`config.mk`:
```
export PLATFORM = sky130hd
export DESIGN_NAME = clk_switch_seq
export DESIGN_NICKNAME = d
export VERILOG_FILES = /design/src/rtl/clk_switch_seq.sv
export SDC_FILE = /design/constraint.sdc
export NUM_CORES = 1
export LEC_CHECK = 0
export CORE_UTILIZATION = 51
export DETAILED_ROUTE_END_ITERATION = 8
export GPL_ROUTABILITY_DRIVEN = 0
export PLACE_DENSITY = 0.8
export SYNTH_ARGS = -nofsm -noshare
export SYNTH_HDL_FRONTEND = slang
export SYNTH_SLANG_ARGS = --single-unit
```
`constraint.sdc`:
```
create_clock -name clk -period 3 [get_ports clk]
set_input_delay 0.45 -clock clk [delete_from_list [all_inputs] [get_ports clk]]
set_output_delay 0.45 -clock clk [all_outputs]
set_load 0.05 [all_outputs]
```
`src/rtl/clk_switch_seq.sv`:
```
// Clock-source switch sequencer for the clkwiz control bit-field.
// Runs hold-reset / select / wait-lock / measure / bounds-check / release
// on each accepted start and reports done or a sticky error with a cause code.
module clk_switch_seq #(
  parameter int unsigned RESET_HOLD    = 16,
  parameter int unsigned SETTLE_CYCLES = 64,
  parameter int unsigned LOCK_TIMEOUT  = 1000000,
  parameter int unsigned FMEAS_CYCLES  = 100000,
  parameter int unsigned CAPTURE_DELAY = 8,
  parameter int unsigned CNT_MIN       = 99000,
  parameter int unsigned CNT_MAX       = 101000
) (
  input  logic        clk,
  input  logic        reset,
  input  logic        start,
  input  logic        target_sel,
  input  logic        locked,
  input  logic [23:0] fmeas_count,
  output logic        sys_reset,
  output logic        clk_sel,
  output logic        fmeas_en,
  output logic        busy,
  output logic        done,
  output logic        error,
  output logic [1:0]  err_code,
  output logic [23:0] meas_count
);

  localparam int unsigned Max1 = (RESET_HOLD > SETTLE_CYCLES) ? RESET_HOLD : SETTLE_CYCLES;
  localparam int unsigned Max2 = (Max1 > LOCK_TIMEOUT) ? Max1 : LOCK_TIMEOUT;
  localparam int unsigned Max3 = (Max2 > FMEAS_CYCLES) ? Max2 : FMEAS_CYCLES;
  localparam int unsigned MaxCycles = (Max3 > CAPTURE_DELAY) ? Max3 : CAPTURE_DELAY;
  localparam int unsigned CntW = $clog2(MaxCycles + 1);

  localparam logic [23:0] CntMin = CNT_MIN[23:0];
  localparam logic [23:0] CntMax = CNT_MAX[23:0];

  localparam logic [1:0] ErrNone = 2'd0;
  localparam logic [1:0] ErrLock = 2'd1;
  localparam logic [1:0] ErrLow  = 2'd2;
  localparam logic [1:0] ErrHigh = 2'd3;

  typedef enum logic [3:0] {
    StIdle, StHold, StSettle, StWaitLock, StMeasure,
    StCapture, StCheck, StRelease, StDone, StFail
  } state_e;

  state_e      state_q, state_d;
  logic [CntW-1:0] cnt_q, cnt_d;
  logic        tgt_q, tgt_d;
  // start that arrived together with a lock loss in DONE; replayed from FAIL
  logic        pend_q, pend_d;
  logic        sys_reset_q, sys_reset_d;
  logic        clk_sel_q, clk_sel_d;
  logic        fmeas_en_q, fmeas_en_d;
  logic        busy_q, busy_d;
  logic        done_q, done_d;
  logic        error_q, error_d;
  logic [1:0]  err_code_q, err_code_d;
  logic [23:0] meas_count_q, meas_count_d;

  logic        accept;
  logic        go_fail;
  logic [1:0]  fail_code;

  // State and output registers, synchronous reset
  always_ff @(posedge clk) begin
    if (reset) begin
      state_q      <= StIdle;
      cnt_q        <= '0;
      tgt_q        <= 1'b0;
      pend_q       <= 1'b0;
      sys_reset_q  <= 1'b1;
      clk_sel_q    <= 1'b0;
      fmeas_en_q   <= 1'b0;
      busy_q       <= 1'b0;
      done_q       <= 1'b0;
      error_q      <= 1'b0;
      err_code_q   <= ErrNone;
      meas_count_q <= '0;
    end else begin
      state_q      <= state_d;
      cnt_q        <= cnt_d;
      tgt_q        <= tgt_d;
      pend_q       <= pend_d;
      sys_reset_q  <= sys_reset_d;
      clk_sel_q    <= clk_sel_d;
      fmeas_en_q   <= fmeas_en_d;
      busy_q       <= busy_d;
      done_q       <= done_d;
      error_q      <= error_d;
      err_code_q   <= err_code_d;
      meas_count_q <= meas_count_d;
    end
  end

  // Next-state and registered-output logic; counter reloads to N-1 on state entry
  always_comb begin
    state_d      = state_q;
    cnt_d        = (cnt_q != '0) ? cnt_q - CntW'(1) : '0;
    tgt_d        = tgt_q;
    pend_d       = pend_q;
    sys_reset_d  = sys_reset_q;
    clk_sel_d    = clk_sel_q;
    fmeas_en_d   = fmeas_en_q;
    busy_d       = busy_q;
    done_d       = 1'b0;
    error_d      = error_q;
    err_code_d   = err_code_q;
    meas_count_d = meas_count_q;
    accept       = 1'b0;
    go_fail      = 1'b0;
    fail_code    = ErrNone;

    unique case (state_q)
      StIdle, StFail: accept = start | pend_q;
      StHold: begin
        if (cnt_q == '0) begin
          clk_sel_d = tgt_q;
          state_d   = StSettle;
          cnt_d     = CntW'(SETTLE_CYCLES - 1);
        end
      end
      StSettle: begin
        if (cnt_q == '0) begin
          state_d = StWaitLock;
          cnt_d   = CntW'(LOCK_TIMEOUT - 1);
        end
      end
      StWaitLock: begin
        // lock takes priority over an expiring timeout
        if (locked) begin
          state_d    = StMeasure;
          cnt_d      = CntW'(FMEAS_CYCLES - 1);
          fmeas_en_d = 1'b1;
        end else if (cnt_q == '0) begin
          go_fail   = 1'b1;
          fail_code = ErrLock;
        end
      end
      StMeasure: begin
        if (!locked) begin
          go_fail   = 1'b1;
          fail_code = ErrLock;
        end else if (cnt_q == '0) begin
          fmeas_en_d = 1'b0;
          state_d    = StCapture;
          cnt_d      = CntW'(CAPTURE_DELAY - 1);
        end
      end
      StCapture: begin
        if (cnt_q == '0) begin
          meas_count_d = fmeas_count;
          state_d      = StCheck;
        end
      end
      StCheck: begin
        if (meas_count_q < CntMin) begin
          go_fail   = 1'b1;
          fail_code = ErrLow;
        end else if (meas_count_q > CntMax) begin
          go_fail   = 1'b1;
          fail_code = ErrHigh;
        end else begin
          sys_reset_d = 1'b0;
          done_d      = 1'b1;
          state_d     = StRelease;
        end
      end
      StRelease: begin
        busy_d  = 1'b0;
        state_d = StDone;
      end
      StDone: begin
        if (!locked) begin
          go_fail   = 1'b1;
          fail_code = ErrLock;
          if (start) begin
            pend_d = 1'b1;
            tgt_d  = target_sel;
          end
        end else begin
          accept = start;
        end
      end
      default: state_d = StIdle;
    endcase

    if (go_fail) begin
      state_d     = StFail;
      sys_reset_d = 1'b1;
      fmeas_en_d  = 1'b0;
      busy_d      = 1'b0;
      error_d     = 1'b1;
      err_code_d  = fail_code;
    end

    if (accept) begin
      state_d     = StHold;
      cnt_d       = CntW'(RESET_HOLD - 1);
      tgt_d       = start ? target_sel : tgt_q;
      pend_d      = 1'b0;
      error_d     = 1'b0;
      err_code_d  = ErrNone;
      busy_d      = 1'b1;
      sys_reset_d = 1'b1;
      fmeas_en_d  = 1'b0;
    end
  end

  assign sys_reset  = sys_reset_q;
  assign clk_sel    = clk_sel_q;
  assign fmeas_en   = fmeas_en_q;
  assign busy       = busy_q;
  assign done       = done_q;
  assign error      = error_q;
  assign err_code   = err_code_q;
  assign meas_count = meas_count_q;

endmodule

```
==> impl_metrics.py <==
metrics = {
    "run_status": {
        "status": "finished, final reports clean",
    },
    "drt": {
        "vias": 2682,
        "viasPerCell": 5.646,
        "ant_nets": 0,
        "drc": 0,
        "drt-wirelength-per-cell_um": 15.09,
        "firstDrtPassIters": 6,
        "drt-initial-drc-count": 188,
        "wl_um": 7168,
    },
    "timing": {
        "setup_viol": 0,
        "drv_slew": 0,
        "max_slew_margin": 0.5506,
        "max_freq_mhz": 428.5,
        "finClkSkew_ns": 0.007186,
        "hold_viol": 0,
        "fin_crit_sh": 0.7779,
        "rsz0062_at_grt": "no",
        "tightest_slew_ns": 0.6741,
        "tns_ns": 0,
        "min_period_ns": 2.334,
    },
    "clocking": {
        "cts_resized": 0,
        "clk_pin_slew_ns": 0.06,
        "cts-htree-levels": 3,
        "ctsHoldBuffers": 0,
        "numCtsBuffers": 9,
        "cts_max_path_buffers": 2,
        "tritoncts": "done",
        "clock-sinks": 58,
        "clk_latency_ns": 0.34,
        "clockRootBuffer": "clkbuf_8",
        "postCtsSetupBuffers": 0,
    },
    "critical_path": {
        "cp.required_ns": 3.19,
        "crit_fanout": 14,
        "cp.arrival_ns": 2.52,
        "worst-setup-path-type": "reg2reg",
        "end_kind": "flop",
        "start_kind": "flop",
    },
    "synthesis": {
        "ys_warn_count": 0,
        "synth_cell_type_count": 54,
        "ys_seq_area_frac": 0.4024,
        "async_reset_ff_frac": 0,
        "synth.avg_cell_area_um2": 8.412,
        "syn_inst": 343,
        "synth-seq-cells": 58,
        "synth_edf_count": 0,
        "ys.flop_type": "dfxtp_1",
        "syn-cell-area_um2": 2885,
        "syn_nets": 374,
    },
    "layout": {
        "antenna_cells": 0,
        "drive_gt1_frac": 0.1638,
        "area_delta_synth_final_pct": 26.80,
        "nNetsFinal": 429,
        "layout_common_cells": "clkdlybuf4s50_1 (60), dfxtp_1 (58), nand2_1 (52), nor2_1 (24), a21oi_1 (24)",
        "fillers": 473,
        "seqCellArea_um2": 1161,
        "layout_commonest_cell": "clkdlybuf4s50_1",
        "multi_input_area_um2": 1598,
    },
    "global_routing": {
        "overflow": 0,
        "antenna_found_initial": 0,
        "grt_first_pass_wirelength_um": 11960,
        "grt_usage": 0.2538,
        "grt_pass1_vias": 2641,
        "grt_max_degree": 33,
    },
    "run": {
        "max_cap_viol_count": 0,
    },
    "floorplan": {
        "chipWidth_um": 77.22,
        "initial_core_util": 0.5272,
        "io-pin-count": 61,
        "die-area_um2": 5962,
        "rows": 27,
        "core_area_um2": 5473,
        "die_y_um": 77.22,
    },
    "power_and_ir_drop": {
        "p_per_area_nw_per_um2": 737.1,
        "leakage_nw": 1.268,
        "irDropWorstVdd_mv": 0.3982,
        "totalPowerFinal_mw": 2.697,
    },
    "place": {
        "hpwl_um": 5008,
        "port_buffers": 60,
    },
    "worst_hold_path": {
        "hold_class": "reg2reg",
    },
}
-- final timing paths --
| path | start | slack, ns | endpoint | cells after the start |
|---|---|---|---|---|
| hold / removal | tgt_q | 0.46 | tgt_q | 2 |
| setup reg to reg | state_q[3] | 0.67 | state_q[2] | 5 |
| hold reg to reg | tgt_q | 0.46 | tgt_q | 2 |
| setup / recovery | state_q[3] | 0.67 | state_q[2] | 5 |
-- kinds of logic after synthesis --
group,share of synthesized area
AO/OA/AOI/OAI,0.1990
XOR/XNOR,0.04553
adder cells (fa/ha/maj),0.008672
buffers and inverters,0.04380
flip-flops,0.4024
multiplexers,0.01084
AND/OR/NAND/NOR,0.2897
-- synth_stat cells, types with 3 or more instances --
cell / instances / area (µm²)
inv_1: 5 / 18.77
o31ai_1: 3 / 22.52
and2_1: 3 / 18.77
a31oi_1: 7 / 43.79
nand2_1: 52 / 195.2
nand2_2: 20 / 125.1
a21oi_2: 20 / 175.2
a21boi_0: 3 / 22.52
or4_1: 3 / 22.52
and3_1: 4 / 25.02
xor2_1: 11 / 96.34
or4_4: 3 / 33.78
nand3_1: 9 / 45.04
a21oi_1: 24 / 120.1
nand2b_1: 5 / 31.28
nor2_1: 24 / 90.09
dfxtp_1: 58 / 1161
nor4_1: 6 / 37.54
clkbuf_1: 13 / 48.80
nor2b_1: 4 / 25.02
o21ai_0: 9 / 45.04
xnor2_1: 4 / 35.03
nor3_1: 8 / 40.04
-- flip-flops by register name, summed over array words and instances, names as in the netlist --
signal / flops
meas_count: 24
cnt_q: 20
state_q: 4
err_code: 2
busy: 1
clk_sel: 1
done: 1
error: 1
fmeas_en: 1
pend_q: 1
sys_reset: 1
tgt_q: 1
-- where the power goes --
part           total, mW  switching [mW]  leakage [nW]  internal, mW
combinational       1.07           0.625         0.711         0.449
sequential          1.01           0.121         0.470         0.889
clock              0.613           0.294        0.0872         0.319
-- routing by layer --
layer / share of wire / up-vias / track usage
li1: - / 1314 / -
met1: 0.42 / 1227 / 0.3035
met2: 0.46 / 121 / 0.4053
met3: 0.097 / 20 / 0.08452
met4: 0.018 / 0 / 0.1245
met5: 0 / - / 0
-- stage by stage --
step           instances    util  area, µm²  hold WS (ns)  setup WS, ns
6_report             475  0.6685       3659        0.4618        0.6662
5_1_grt              475  0.6685       3659        0.4903        0.4724
4_1_cts              475  0.6685       3659        0.4633        0.6580
3_5_place_dp         459  0.6385       3495        0.4548        0.6806
3_3_place_gp         459  0.6385       3495        0.4518        0.7454
2_1_floorplan        343       -       2885        0.4360        0.8288
-- layout make-up --
type                       instances  area share
sequential                        58      0.3174
clock buffer                      13     0.04070
tap                               72     0.02462
multi-input combinational        260      0.4367
inverter                           6    0.006156
timing repair buffer              63      0.1703
clock inverter                     3    0.004104
-- worst max-delay path, cell delays in order, from the launching register on --
cell,delay [ns]
dfxtp_1,0.57
inv_1,0.23
a21boi_0,0.42
o211ai_1,0.28
nand2b_1,0.56
nor4_1,0.13
Power figures use the tool's default switching activity.
